`src/rtl/pending_drain_pkg.sv`:
```
`default_nettype none
// ============================================================================
//  Module      : x2821_pkg
//  Description : Shared state encoding and width helper for pending_drain.
//  Revision    : 1.0 - initial release
// ============================================================================
package x2821_pkg;

  // FSM state encoding
  localparam logic [0:0] ST_IDLE  = 1'b0;
  localparam logic [0:0] ST_DRAIN = 1'b1;

  // Ceiling log2 for elaboration-time width computation
  function automatic int clog2(input int value);
    int r;
    r = 0;
    for (int i = 0; i < 32; i++) begin
      if ((1 << r) < value) r = r + 1;
    end
    return r;
  endfunction

endpackage
`default_nettype wire

```
`src/rtl/pending_drain_rr_pick.sv`:
```
`default_nettype none
// ============================================================================
//  Module      : rr_pick
//  Description : Round-robin pick of the first set bit at or above a pointer,
//                wrapping from W-1 to 0, via a doubled-vector mask.
//  Revision    : 1.0 - initial release
// ============================================================================
module rr_pick
  import x2821_pkg::*;
#(
  parameter int W = 4,
  localparam int IW = (clog2(W) < 1) ? 1 : clog2(W)
) (
  input  logic [W-1:0]  vec_i,
  input  logic [IW-1:0] ptr_i,
  output logic          any_o,
  output logic [IW-1:0] idx_o
);

  logic [2*W-1:0] dbl_w;

  assign dbl_w = {vec_i, vec_i};
  assign any_o = |vec_i;

  // Scan downward so the lowest qualifying position of the doubled vector wins;
  // the upper copy supplies the wrapped candidates below the pointer.
  always_comb begin
    idx_o = '0;
    for (int i = 2*W-1; i >= 0; i--) begin
      if (dbl_w[i] && (i >= int'(ptr_i))) begin
        idx_o = IW'(i % W);
      end
    end
  end

endmodule
`default_nettype wire

```
`src/rtl/pending_drain.sv`:
```
`default_nettype none
// ============================================================================
//  Module      : pending_drain
//  Description : Snapshots a sticky pending vector, clears the source latch
//                once, and serves each captured bit in round-robin order over
//                a valid/ready handshake.
//  Revision    : 1.0 - initial release
// ============================================================================
module pending_drain
  import x2821_pkg::*;
#(
  parameter int W = 4,
  localparam int IW = (clog2(W) < 1) ? 1 : clog2(W)
) (
  input  logic          i_clk,
  input  logic          i_rst_n,
  input  logic [W-1:0]  i_pending,
  output logic          o_clear,
  output logic          o_valid,
  output logic [IW-1:0] o_index,
  input  logic          i_ready,
  output logic          o_busy
);

  logic [0:0]    state_q, state_d;
  logic [W-1:0]  snap_q, snap_d;
  logic [IW-1:0] ptr_q, ptr_d;
  logic          clear_q, clear_d;

  logic          pick_any_w;
  logic [IW-1:0] pick_idx_w;
  logic [IW-1:0] next_ptr_w;
  logic [W-1:0]  onehot_w;

  rr_pick #(.W(W)) u_pick (
    .vec_i (snap_q),
    .ptr_i (ptr_q),
    .any_o (pick_any_w),
    .idx_o (pick_idx_w)
  );

  assign onehot_w   = W'(1) << pick_idx_w;
  assign next_ptr_w = (int'(pick_idx_w) == W-1) ? '0 : pick_idx_w + IW'(1);

  // Outputs depend only on registered state; no path from i_pending or i_ready.
  assign o_clear = clear_q;
  assign o_valid = (state_q == ST_DRAIN) && pick_any_w;
  assign o_index = (state_q == ST_DRAIN) ? pick_idx_w : '0;
  assign o_busy  = (state_q != ST_IDLE);

  // Next-state: capture in IDLE, retire one bit per accepted grant in DRAIN
  always_comb begin
    state_d = state_q;
    snap_d  = snap_q;
    ptr_d   = ptr_q;
    clear_d = 1'b0;
    case (state_q)
      ST_IDLE: begin
        if (|i_pending) begin
          snap_d  = i_pending;
          state_d = ST_DRAIN;
          clear_d = 1'b1;
        end
      end
      ST_DRAIN: begin
        if (i_ready) begin
          snap_d = snap_q & ~onehot_w;
          ptr_d  = next_ptr_w;
          if ((snap_q & ~onehot_w) == '0) state_d = ST_IDLE;
        end
      end
      default: state_d = ST_IDLE;
    endcase
  end

  // State registers; async reset discards any in-flight snapshot
  always_ff @(posedge i_clk or negedge i_rst_n) begin
    if (!i_rst_n) begin
      state_q <= ST_IDLE;
      snap_q  <= '0;
      ptr_q   <= '0;
      clear_q <= 1'b0;
    end else begin
      state_q <= state_d;
      snap_q  <= snap_d;
      ptr_q   <= ptr_d;
      clear_q <= clear_d;
    end
  end

endmodule
`default_nettype wire

```
`config.mk`:
```
export PLATFORM = sky130hd
export DESIGN_NAME = pending_drain
export DESIGN_NICKNAME = d
export VERILOG_FILES = /design/src/rtl/pending_drain_pkg.sv /design/src/rtl/pending_drain_rr_pick.sv /design/src/rtl/pending_drain.sv
export SDC_FILE = /design/constraint.sdc
export NUM_CORES = 1
export LEC_CHECK = 0
export BUFFER_PORTS_ARGS = -buffer_cell sky130_fd_sc_hd__buf_2
export CAP_MARGIN = 25
export CORE_AREA = 5 5 42 44
export CTS_CLUSTER_SIZE = 28
export DETAILED_ROUTE_END_ITERATION = 16
export DIE_AREA = 0 0 47 49
export GPL_ROUTABILITY_DRIVEN = 0
export PLACE_DENSITY = 0.67
export SKIP_CTS_REPAIR_TIMING = 1
export SYNTH_ARGS = -nofsm -noshare
export SYNTH_HDL_FRONTEND = slang
export SYNTH_SLANG_ARGS = --single-unit
```
`constraint.sdc`:
```
create_clock -name i_clk -period 1.8 [get_ports i_clk]
set_input_delay 0.36 -clock i_clk [delete_from_list [all_inputs] [get_ports i_clk]]
set_output_delay 0.36 -clock i_clk [all_outputs]
set_load 0.1 [all_outputs]
```
# Word-level counts from Yosys, hierarchy flattened
# Cells that the tools add are included.
classes:
  shifts: 1
  n_addsub: 1
  eq_ne: 3
  n_reduce_logical: 9
  n_lt_le_gt_ge: 3
  bitwise: 3
  n_mux: 17
ops:
  columns: ["cell", "n"]
  rows:
  - ["two-way mux 2 bit", 9]
  - ["two-way mux 4 bit", 2]
  - ["one-hot mux 4 bit (2 select lines)", 1]
  - ["OR reduction 4 bit", 2]
  - ["AND 4 bit", 1]
  - [">= comparator 1 x 2 -> 1 bit (first input constant)", 2]
  - ["logical AND 1 bit", 4]
  - ["zero test 4 bit", 1]
  - ["two-way mux 1 bit", 4]
  - ["!= test 2 bit (second input constant)", 2]
  - ["NOT 4 bit", 1]
  - ["AND reduction 2 bit", 2]
  - ["left shift 1 x 2 -> 4 bit (first input constant)", 1]
  - ["adder 2 x 1 -> 2 bit (second input constant)", 1]
  - ["== test 2 x 1 -> 1 bit (second input constant)", 1]
  - [">= comparator 2 bit (first input constant)", 1]
  - ["one-hot mux 1 bit (2 select lines)", 1]
  - ["NOT 1 bit", 1]
totals:
  output_inout_bits: 5
  ff_bits: 8
  word_cells: 41

# Depth between registers and ports, before layout
# Gate-level depths: netlist of the first run.
logic_depth:
  ltp_word: 14
  depth_mapped: 9
  depth_no_buf: 8

# Cells and area by module
# Synthesis of the first run repeated with hierarchy kept, for this count alone.
hier_totals:
  cells_unflattened: 59
  area_unflattened_um2: 530.5
by_module_without_submodules:
  columns: ["module", "area_each_um2", "cells_per_inst", "instances"]
  rows:
  - ["pending_drain", 452.9, 47, 1]
  - ["rr_pick", 77.6, 12, 1]

# Worst setup path after synthesis of the first run
# No wires, ideal clock.
synth_path:
  kind: "reg2out"
  start: "register state_q (netlist: o_busy)"
  end: "output o_valid"
  arrival_ns: 2.693
  n_path_buf: 1
  setup_slack_ns: -1.253
  path_stages_with_launch: 4
  t_required_ns: 1.440
  cell_sequence: "dfrtp_1 buf_6 inv_1 a21oi_1"
synth_between:
  elab_chain_len: 1
synth_lines:
  columns: ["item", "line_no", "text"]
  rows:
  - ["start: declaration", "pending_drain.sv:25", "logic [0:0] state_q, state_d;"]
  - ["start signal: assignment", "pending_drain.sv:84", "state_q <= state_d;"]
  - ["logical AND 1 bit", "pending_drain.sv:47", "assign o_valid = (state_q == ST_DRAIN) && pick_any_w;"]
  - ["end: declaration", "pending_drain.sv:19", "output logic o_valid,"]
# No other way between the ends.

# Final worst setup path of the first run
layout_path:
  start: "register ptr_q[1]"
  end: "output o_index[0]"
layout_between:
  elab_chain_len: 6
layout_lines:
  columns: ["item", "line_no", "text"]
  rows:
  - ["start: declaration", "pending_drain.sv:27", "logic [IW-1:0] ptr_q, ptr_d;"]
  - ["start signal: assignment", "pending_drain.sv:86", "ptr_q <= ptr_d;"]
  - [">= comparator 2 bit", "pending_drain_rr_pick.sv:30", "if (dbl_w[i] && (i >= int'(ptr_i))) begin"]
  - ["logical AND 1 bit", "pending_drain_rr_pick.sv:30", null]
  - ["two-way mux 2 bit (2 in series)", "pending_drain_rr_pick.sv:30", null]
  - ["two-way mux 2 bit *", "pending_drain_rr_pick.sv:30", null]
  - ["two-way mux 2 bit *", "pending_drain.sv:48", "assign o_index = (state_q == ST_DRAIN) ? pick_idx_w : '0;"]
  - ["end: declaration", "pending_drain.sv:20", "output logic [IW-1:0] o_index,"]
# Mark *: on every way between the ends. The rest lies on a longest branch, timed or not.

==> results by group, run 1 <==
GRT
  – Grt ovf: 0
  – Total Routing Usage GR: approximately 14%
  – Pin count of the biggest net entering global routing: 12
  – Number of global-route vias before repair: 535
  – First-pass GRT wire length: 2370 um
  – Initial antenna violation count: 0

Drt
  – Vias/cell: ~5.5
  – Routed WL per cell: 13.8 um
  – Routed WL: 1480 um
  – Post-route DRC: 0
  – 1st-pass router iterations: 4
  – DR iter-0 viols: 28
  – Post-route ant nets: 0
  – Routed vias: 587

Floorplanning
  – Die area: between 2000 and 2500 um2
  – I/O pin cnt: 12
  – Core ar.: ~1400 um2
  – Initial core utilization: roughly 40%
  – Die height: between 40 and 50 um
  – Row count: 14
  – Die width: 47 um

Critical path
  – Reg2reg end: o_busy
  – Critical Path RT: 1440 ps
  – CP Max Fanout: 6
  – Kind of critical path: reg -> out
  – Crit-path max cell delay: 430 ps
  – Worst setup EP type: primary output
  – CP max-delay cell: dfrtp_2
  – R2r setup slk: -130 ps
  – Worst flop-to-flop path startpoint: ptr_q[1]
  – Worst setup SP type: flip-flop
  – Cells on worst reg2reg path: 10
  – CP cell instances: mux2i_1, a222oi_1, buf_4, and2_4, buf_12
  – Worst Path Arrival: between 1500 and 2000 ps

Final layout
  – Most frequent cells in the layout: buf_4, buf_2, inv_1
  – Most common cell after layout, fill and taps aside: buf_4
  – Area of the multi-input gates: between 300 and 400 um2
  – Antenna cells: 0
  – Finished Cell Area: 863 um2
  – Fraction of layout cells with a size suffix above 1: slightly below 50%
  – Area growth syn-to-layout: 52.3%
  – FILL cells: 115
  – Seq. cell area: between 200 and 250 um2
  – Layout Cells excl Fill: between 100 and 150
  – Nets: 101

Placed design
  – Post-DP HPWL: 1050 um
  – Placed Cells: between 90 and 100
  – Post-DP Area: about 730 um2
  – PortBufs: 11

Clock network
  – Number of CTS-inserted buffers: 3
  – H-tree Lvls: 1
  – Clock slew seen by the registers of the worst setup and hold paths: roughly 60 ps
  – CTS tree: yes
  – CTS max path bufs: 2
  – Clock insertion delay at the later pin of the skew report: 260 ps
  – Clk root buf: clkbuf_4
  – Clock Sinks: 8

Run status
  – Run status: finished with violations
  – Failing checks: setup timing

STA
  – Max-slew violation count: 0
  – Crit share post-route: 110%
  – Final Hold Fails: 0
  – Final worst setup slack: -179 ps
  – Layout Skew: 2.09 ps
  – Worst Max-Slew Pin Slew: about 490 ps
  – Worst slew margin: roughly 68%
  – Setup tns final: -484 ps
  – Fmax: between 0.5 and 0.6 GHz
  – Unrepaired setup endpoints after global routing: yes
  – Min cycle time layout: a little under 2000 ps
  – Final setup vio count: 3

Logic synthesis
  – Syn. warnings: 0
  – Post-Synthesis Cells: 65
  – Flops & latches, synth: 8
  – Post-synthesis cell type count: 27
  – Synth top area share: between 30% and 40%
  – Synth top area cells: dfrtp_1, o21ai_0, inv_1
  – Synth area leader: dfrtp_1
  – Mapped cell area: approximately 570 um2
  – Sequential share of the synthesized area: 35.3%
  – Syn_area_per_cell: around 8.7 um2
  – Synth Net Count: 74

Worst hold path
  – Worst hold start: i_pending[1]
  – Hold Path Class: in -> reg
  – Hold Path Cell Cnt: 3
  – Worst hold path endpoint: snap_q[1]

Flow run
  – Max-Cap Viols: 0
==> stage by stage <==
step / util (%) / hold slack, ps / worst slack (ps)
6_report: 61.6 / 358 / -179
5_1_grt: 61.6 / 388 / -237
4_1_cts: 54.2 / -52.9 / -365
3_5_place_dp: 52.3 / 218 / -83.9
3_3_place_gp: 52.3 / 219 / -78.4
2_1_floorplan: - / 64.4 / -70.1
==> sequential cells by signal (all words and copies together), names as in the netlist <==
signal   cells
o_clear      1
snap_q       4
o_busy       1
ptr_q        2
==> cell usage after synthesis <==
library cell	instances
dfrtp_1	8
o311a_1	1
nor2_1	7
nand2b_1	1
a21oi_1	2
a222oi_1	1
a221oi_1	1
ha_1	2
and2b_2	1
buf_4	1
nand2_1	3
nor4_4	1
nor3_1	1
and2_1	2
buf_6	2
nand3b_1	1
o221ai_1	1
mux2_2	1
inv_1	9
a211oi_1	2
a22o_1	1
o21ai_0	10
a21o_1	1
o21a_1	1
nor2b_1	1
a22oi_1	2
mux2i_1	1
==> routing by layer <==
metal	global-route usage (%)	vias up	share of wire, %
met1	18.0	266	41
met4	5.99	0	2.6
li1	-	280	-
met3	4.43	6	5.8
met2	21.5	35	51
met5	0	-	0
==> area by class of cell <==
class                           instances  area share [%]
Inverter                                9            4.20
Timing Repair Buffer                   25            24.9
Multi-Input combinational cell         45            41.9
Tap cell                               16            2.32
Clock buffer                            4            3.04
Sequential cell                         8            23.6
==> logic make-up (layout without fill, tap and decap cells) <==
group	Yosys count	in the layout	synth area share (%)
adders and majority gates	2	2	4.41
and+or+nand+nor	18	18	18.5
DFF	8	8	35.3
buffers and inverters	12	38	11.3
muxes	2	2	3.75
AOI/OAI and AO/OA	23	23	26.7
==> critical path: cells and delay by family (launching register included) <==
family	cells	cell delay, ps
buffers and inverters	2	350
DFF	1	430
muxes	1	120
and+or+nand+nor	1	140
AOI/OAI and AO/OA	1	310
==> worst max path at each step <==
| stage | start | end | slack [ps] | cells past startpoint |
|---|---|---|---|---|
| floorplan | ptr_q[1] | o_index[1] | -70 | 5 |
| finish | ptr_q[1] | o_index[0] | -180 | 5 |
| global route | ptr_q[1] | o_index[0] | -240 | 5 |
| global placement | ptr_q[1] | o_busy | -80 | 8 |
| detailed placement | ptr_q[1] | o_busy | -80 | 8 |
| CTS | ptr_q[1] | o_index[1] | -370 | 5 |
Power of run 1 is left out: the tool's default activity adds up to more than one toggle a clock period on the data nets, which glitch-free logic cannot reach.
==> run 2: changes to the inputs <==
BUFFER_PORTS_ARGS = default   (was -buffer_cell sky130_fd_sc_hd__buf_2)
DONT_BUFFER_PORTS = 1   (was default)
PLACE_DENSITY = default   (was 0.67)
==> results by group, run 2 (same netlist as run 1, synthesis figures left out) <==
Floorplanning
  – Die area: around 2300 um2
  – Die height: just under 50 um
  – I/O pin cnt: 12
  – Die width: 47 um
  – Initial core utilization: roughly 40%
  – Core ar.: ~1400 um2
  – Row count: 14

GRT
  – Total Routing Usage GR: 13.1%
  – Number of global-route vias before repair: roughly 500
  – Pin count of the biggest net entering global routing: 12
  – Initial antenna violation count: 0
  – Grt ovf: 0
  – First-pass GRT wire length: approximately 2100 um

STA
  – Worst slew margin: between 70% and 80%
  – Final worst setup slack: -262 ps
  – Crit share post-route: 115%
  – Min cycle time layout: between 2000 and 2500 ps
  – Final Hold Fails: 0
  – Unrepaired setup endpoints after global routing: yes
  – Fmax: 0.485 GHz
  – Final setup vio count: 4
  – Worst Max-Slew Pin Slew: roughly 380 ps
  – Layout Skew: 2.80 ps
  – Max-slew violation count: 0

Clock network
  – H-tree Lvls: 1
  – Number of CTS-inserted buffers: 3
  – Clock insertion delay at the later pin of the skew report: approximately 260 ps
  – CTS max path bufs: 2
  – Clock slew seen by the registers of the worst setup and hold paths: approximately 60 ps
  – CTS tree: yes
  – Clock Sinks: 8
  – Clk root buf: clkbuf_4

Final layout
  – Nets: 93
  – Fraction of layout cells with a size suffix above 1: 38.6%
  – Post-layout util: 56.3%
  – Top flop regs: snap_q (4), ptr_q (2)
  – Antenna cells: 0
  – Number of flip-flops in the largest register: 4
  – Most frequent cells in the layout: buf_4, inv_1, nor2_1, dfrtp_1
  – Most flops, register: snap_q
  – Layout Cells excl Fill: about 100
  – Most common cell after layout, fill and taps aside: buf_4
  – Area growth syn-to-layout: 39.3%
  – Finished Cell Area: around 790 um2

Critical path
  – Kind of critical path: reg -> out
  – Critical Path RT: ~1400 ps
  – Critical Path Sink: o_index[0]
  – CP cell instances: mux2i_1, a222oi_1, buf_4, and2_4
  – Worst setup SP type: flip-flop
  – Crit-path max cell delay: between 400 and 500 ps
  – Cells on worst reg2reg path: 9
  – Reg2reg end: o_busy
  – Worst setup EP type: primary output
  – Worst flop-to-flop path startpoint: ptr_q[1]
  – Worst Path Buf+Inv: 1
  – Worst Path Arrival: around 1700 ps
  – CP max-delay cell: dfrtp_2
  – CP Launch Point: ptr_q[1]
  – Crit. path cell count: 4
  – Delay-heaviest family, CP: flip-flops
  – CP Max Fanout: 8
  – R2r setup slk: -110 ps

Placed design
  – Post-DP Area: around 690 um2
  – Placed Cells: 90
  – PortBufs: 0
  – Post-DP HPWL: about 1000 um

Drt
  – Routed WL: approximately 1300 um
  – Routed WL per cell: 13.5 um
  – DR iter-0 viols: 16
  – Vias/cell: 5.47
  – Post-route DRC: 0
  – 1st-pass router iterations: 5
  – Routed vias: 542
  – Post-route ant nets: 0

Worst hold path
  – Hold Path Class: in -> reg

Flow run
  – Max-Cap Viols: 0

Run status
  – Failing checks: setup timing
  – Run status: finished with violations
==> run 2: worst min path at each step <==
stage | startpoint | end | cells after the start
3_5_place_dp | i_rst_n | o_clear | 0
6_report | i_pending[1] | snap_q[1] | 2
4_1_cts | i_rst_n | snap_q[1] | 0
2_1_floorplan | i_rst_n | o_busy | 0
3_3_place_gp | i_rst_n | o_clear | 0
5_1_grt | i_pending[1] | snap_q[1] | 2
==> run 2: area by class of cell <==
| class | instances | area [um2] |
|---|---|---|
| clock buffer | 4 | 26.3 |
| fill | 126 | 612 |
| inverter | 9 | 33.8 |
| multi-input combinational | 45 | 352 |
| sequential | 8 | 203 |
| tap | 16 | 20.0 |
| timing repair buffer | 17 | 155 |
==> run 2: per-layer routing <==
layer | track usage (%) | share of wire, %
met5 | 0 | 0
met2 | 20.1 | 51
met1 | 14.6 | 40
met4 | 8.29 | 2.6
met3 | 4.43 | 5.4
==> run 2: stage by stage <==
stage	hold WS, ps	worst slack (ps)	TNS (ps)
floorplan	64.4	-70.1	-176
global placement	64.6	-6.53	-6.53
detailed placement	64.6	-64.2	-77.8
CTS	-219	-304	-658
global route	230	-364	-1130
finish	218	-262	-640
==> run 2: worst reg2reg max path, delay by kind of cell, from the launching register on <==
kind,cells,cell delay (ps)
buffers and inverters,3,330
and+or+nand+nor,1,60
AOI/OAI and AO/OA,3,690
DFF,1,450
muxes,1,130
adders and majority gates,1,150
Power of run 2 is left out for the same reason.
==> run 3: changes to the inputs <==
SYNTH_HIERARCHICAL = 1   (was default)
==> results by group, run 3 <==
Clock network
  – CTS tree: yes
  – Clock insertion delay at the later pin of the skew report: 260 ps
  – Clock Sinks: 8
  – Clk root buf: clkbuf_4
  – Number of CTS-inserted buffers: 3
  – Clock slew seen by the registers of the worst setup and hold paths: roughly 60 ps
  – CTS max path bufs: 2
  – H-tree Lvls: 1

Logic synthesis
  – Syn_area_per_cell: 8.99 um2
  – Sequential share of the synthesized area: roughly 38%
  – Mapped cell area: about 530 um2
  – Syn. warnings: 6
  – Prevailing post-synth register cell: dfrtp_1
  – Post-Synthesis Cells: slightly below 60
  – Synth top area cells: dfrtp_1, ha_1, nor3_1
  – Synth area leader: dfrtp_1
  – Flops & latches, synth: 8
  – Synth Net Count: 70
  – Post-synthesis cell type count: 23
  – Number of synthesized flops with an enable pin: 0
  – Synth top area share: roughly 38%
  – Synth async-reset ratio: between 90% and 100%
  – Most frequent cells after synthesis: dfrtp_1, nor3_1, inv_1, a21oi_1

Critical path
  – Kind of critical path: reg -> out
  – CP Launch Point: snap_q[2]
  – Reg2reg end: o_busy
  – Critical Path Sink: o_index[0]
  – Critical Path RT: 1440 ps
  – CP Max Fanout: 6
  – Worst setup EP type: primary output
  – Worst Path Arrival: between 1500 and 2000 ps
  – Worst setup SP type: flip-flop
  – R2r setup slk: -80 ps
  – Worst flop-to-flop path startpoint: snap_q[2]
  – Cells on worst reg2reg path: 9

Drt
  – Post-route ant nets: 0
  – DR iter-0 viols: 11
  – Routed vias: 509
  – Routed WL per cell: approximately 14 um
  – Routed WL: roughly 1300 um
  – Vias/cell: ~5.4
  – 1st-pass router iterations: 4
  – Post-route DRC: 0

STA
  – Fmax: around 0.5 GHz
  – Worst Max-Slew Pin Slew: roughly 380 ps
  – Layout Skew: 1.18 ps
  – Crit share post-route: 112%
  – Final setup vio count: 5
  – Setup tns final: -652 ps
  – Min cycle time layout: between 2000 and 2500 ps
  – Final Hold Fails: 0
  – Final worst setup slack: -209 ps
  – Unrepaired setup endpoints after global routing: yes
  – Worst slew margin: roughly 75%
  – Max-slew violation count: 0

Worst hold path
  – Hold Path Class: in -> reg
  – Worst hold start: i_pending[3]
  – Hold Path Cell Cnt: 2

Final layout
  – Fraction of layout cells with a size suffix above 1: between 50% and 60%
  – Most flops, register: snap_q
  – Antenna cells: 0
  – Nets: between 90 and 100
  – Layout Cells excl Fill: 95
  – Most common cell after layout, fill and taps aside: buf_4
  – Area growth syn-to-layout: 51.9%
  – Top flop regs: snap_q (4), ptr_q (2)
  – Number of flip-flops in the largest register: 4
  – FILL cells: 130
  – Most frequent cells in the layout: buf_4, nor3_1, a21oi_1

GRT
  – Grt ovf: 0
  – Total Routing Usage GR: between 10 and 15%
  – First-pass GRT wire length: about 2200 um
  – Number of global-route vias before repair: roughly 500
  – Pin count of the biggest net entering global routing: 14
  – Initial antenna violation count: 0

Placed design
  – PortBufs: 0
  – Placed Cells: ~80
  – Post-DP HPWL: ~940 um

Flow run
  – Max-Cap Viols: 0

Floorplanning
  – Row count: 14
  – Initial core utilization: between 30% and 40%
  – Die width: approximately 47 um
  – Core ar.: approximately 1400 um2
  – Die height: roughly 49 um
  – Die area: between 2000 and 2500 um2
  – I/O pin cnt: 12

Run status
  – Failing checks: setup timing
  – Run status: finished with violations
==> run 3: cell types whose count changed after synthesis, moves of 4 or more <==
cell     previous run  this run
nor2_1              7         3
o21ai_0            10         1
a21oi_1             2         6
nor3_1              1         8
and3_1              0         4
==> run 3: logic make-up (layout without fill, tap and decap cells) <==
family | after synthesis | in the layout | share of synthesized area, %
AOI/OAI and AO/OA | 13 | 13 | 16.7
DFF | 8 | 8 | 37.7
buffers and inverters | 8 | 28 | 5.66
and+or+nand+nor | 25 | 25 | 28.3
adders and majority gates | 4 | 4 | 9.43
muxes | 1 | 1 | 2.12
==> run 3: critical path: stages, from the launching register on <==
cell,delay [ps]
dfrtp_2,440
a22o_1,230
a211oi_2,320
inv_2,110
nor2_4,110
buf_12,180
==> run 3: through the flow <==
stage                     area [um2]  worst slack [ps]  utilization [%]  hold slack [ps]
after floorplan                  556             -94.9                -             64.4
after global placement           657              56.9             46.9             64.7
after detailed placement         657              19.7             46.9             64.6
after CTS                        683              -219             48.8             -220
after global routing             806              -290             57.5              248
final                            806              -209             57.5              234
==> run 3: worst min path at each step <==
stage | endpoint | slack (ps)
global placement | ptr_q[0] | 60
detailed placement | ptr_q[0] | 60
finish | o_clear | 230
CTS | o_busy | -220
floorplan | o_clear | 60
global route | o_clear | 250
==> run 3: cell type report <==
class / instances / area (um2) / area share [%]
Sequential cell: 8 / 209 / 25.9
Tap cell: 16 / 20.0 / 2.48
Inverter: 7 / 26.3 / 3.26
Timing Repair Buffer: 17 / 159 / 19.7
Clock buffer: 4 / 26.3 / 3.26
Multi-Input combinational cell: 43 / 365 / 45.3
==> run 3: metal layers <==
metal | vias up | wire (um) | track usage, %
met2 | 12 | 647 | 19.9
met4 | 0 | 24 | 6.91
met5 | - | 0 | 0
met1 | 242 | 604 | 17.8
li1 | 253 | - | -
met3 | 2 | 59 | 2.58
Power of run 3 is left out for the same reason.
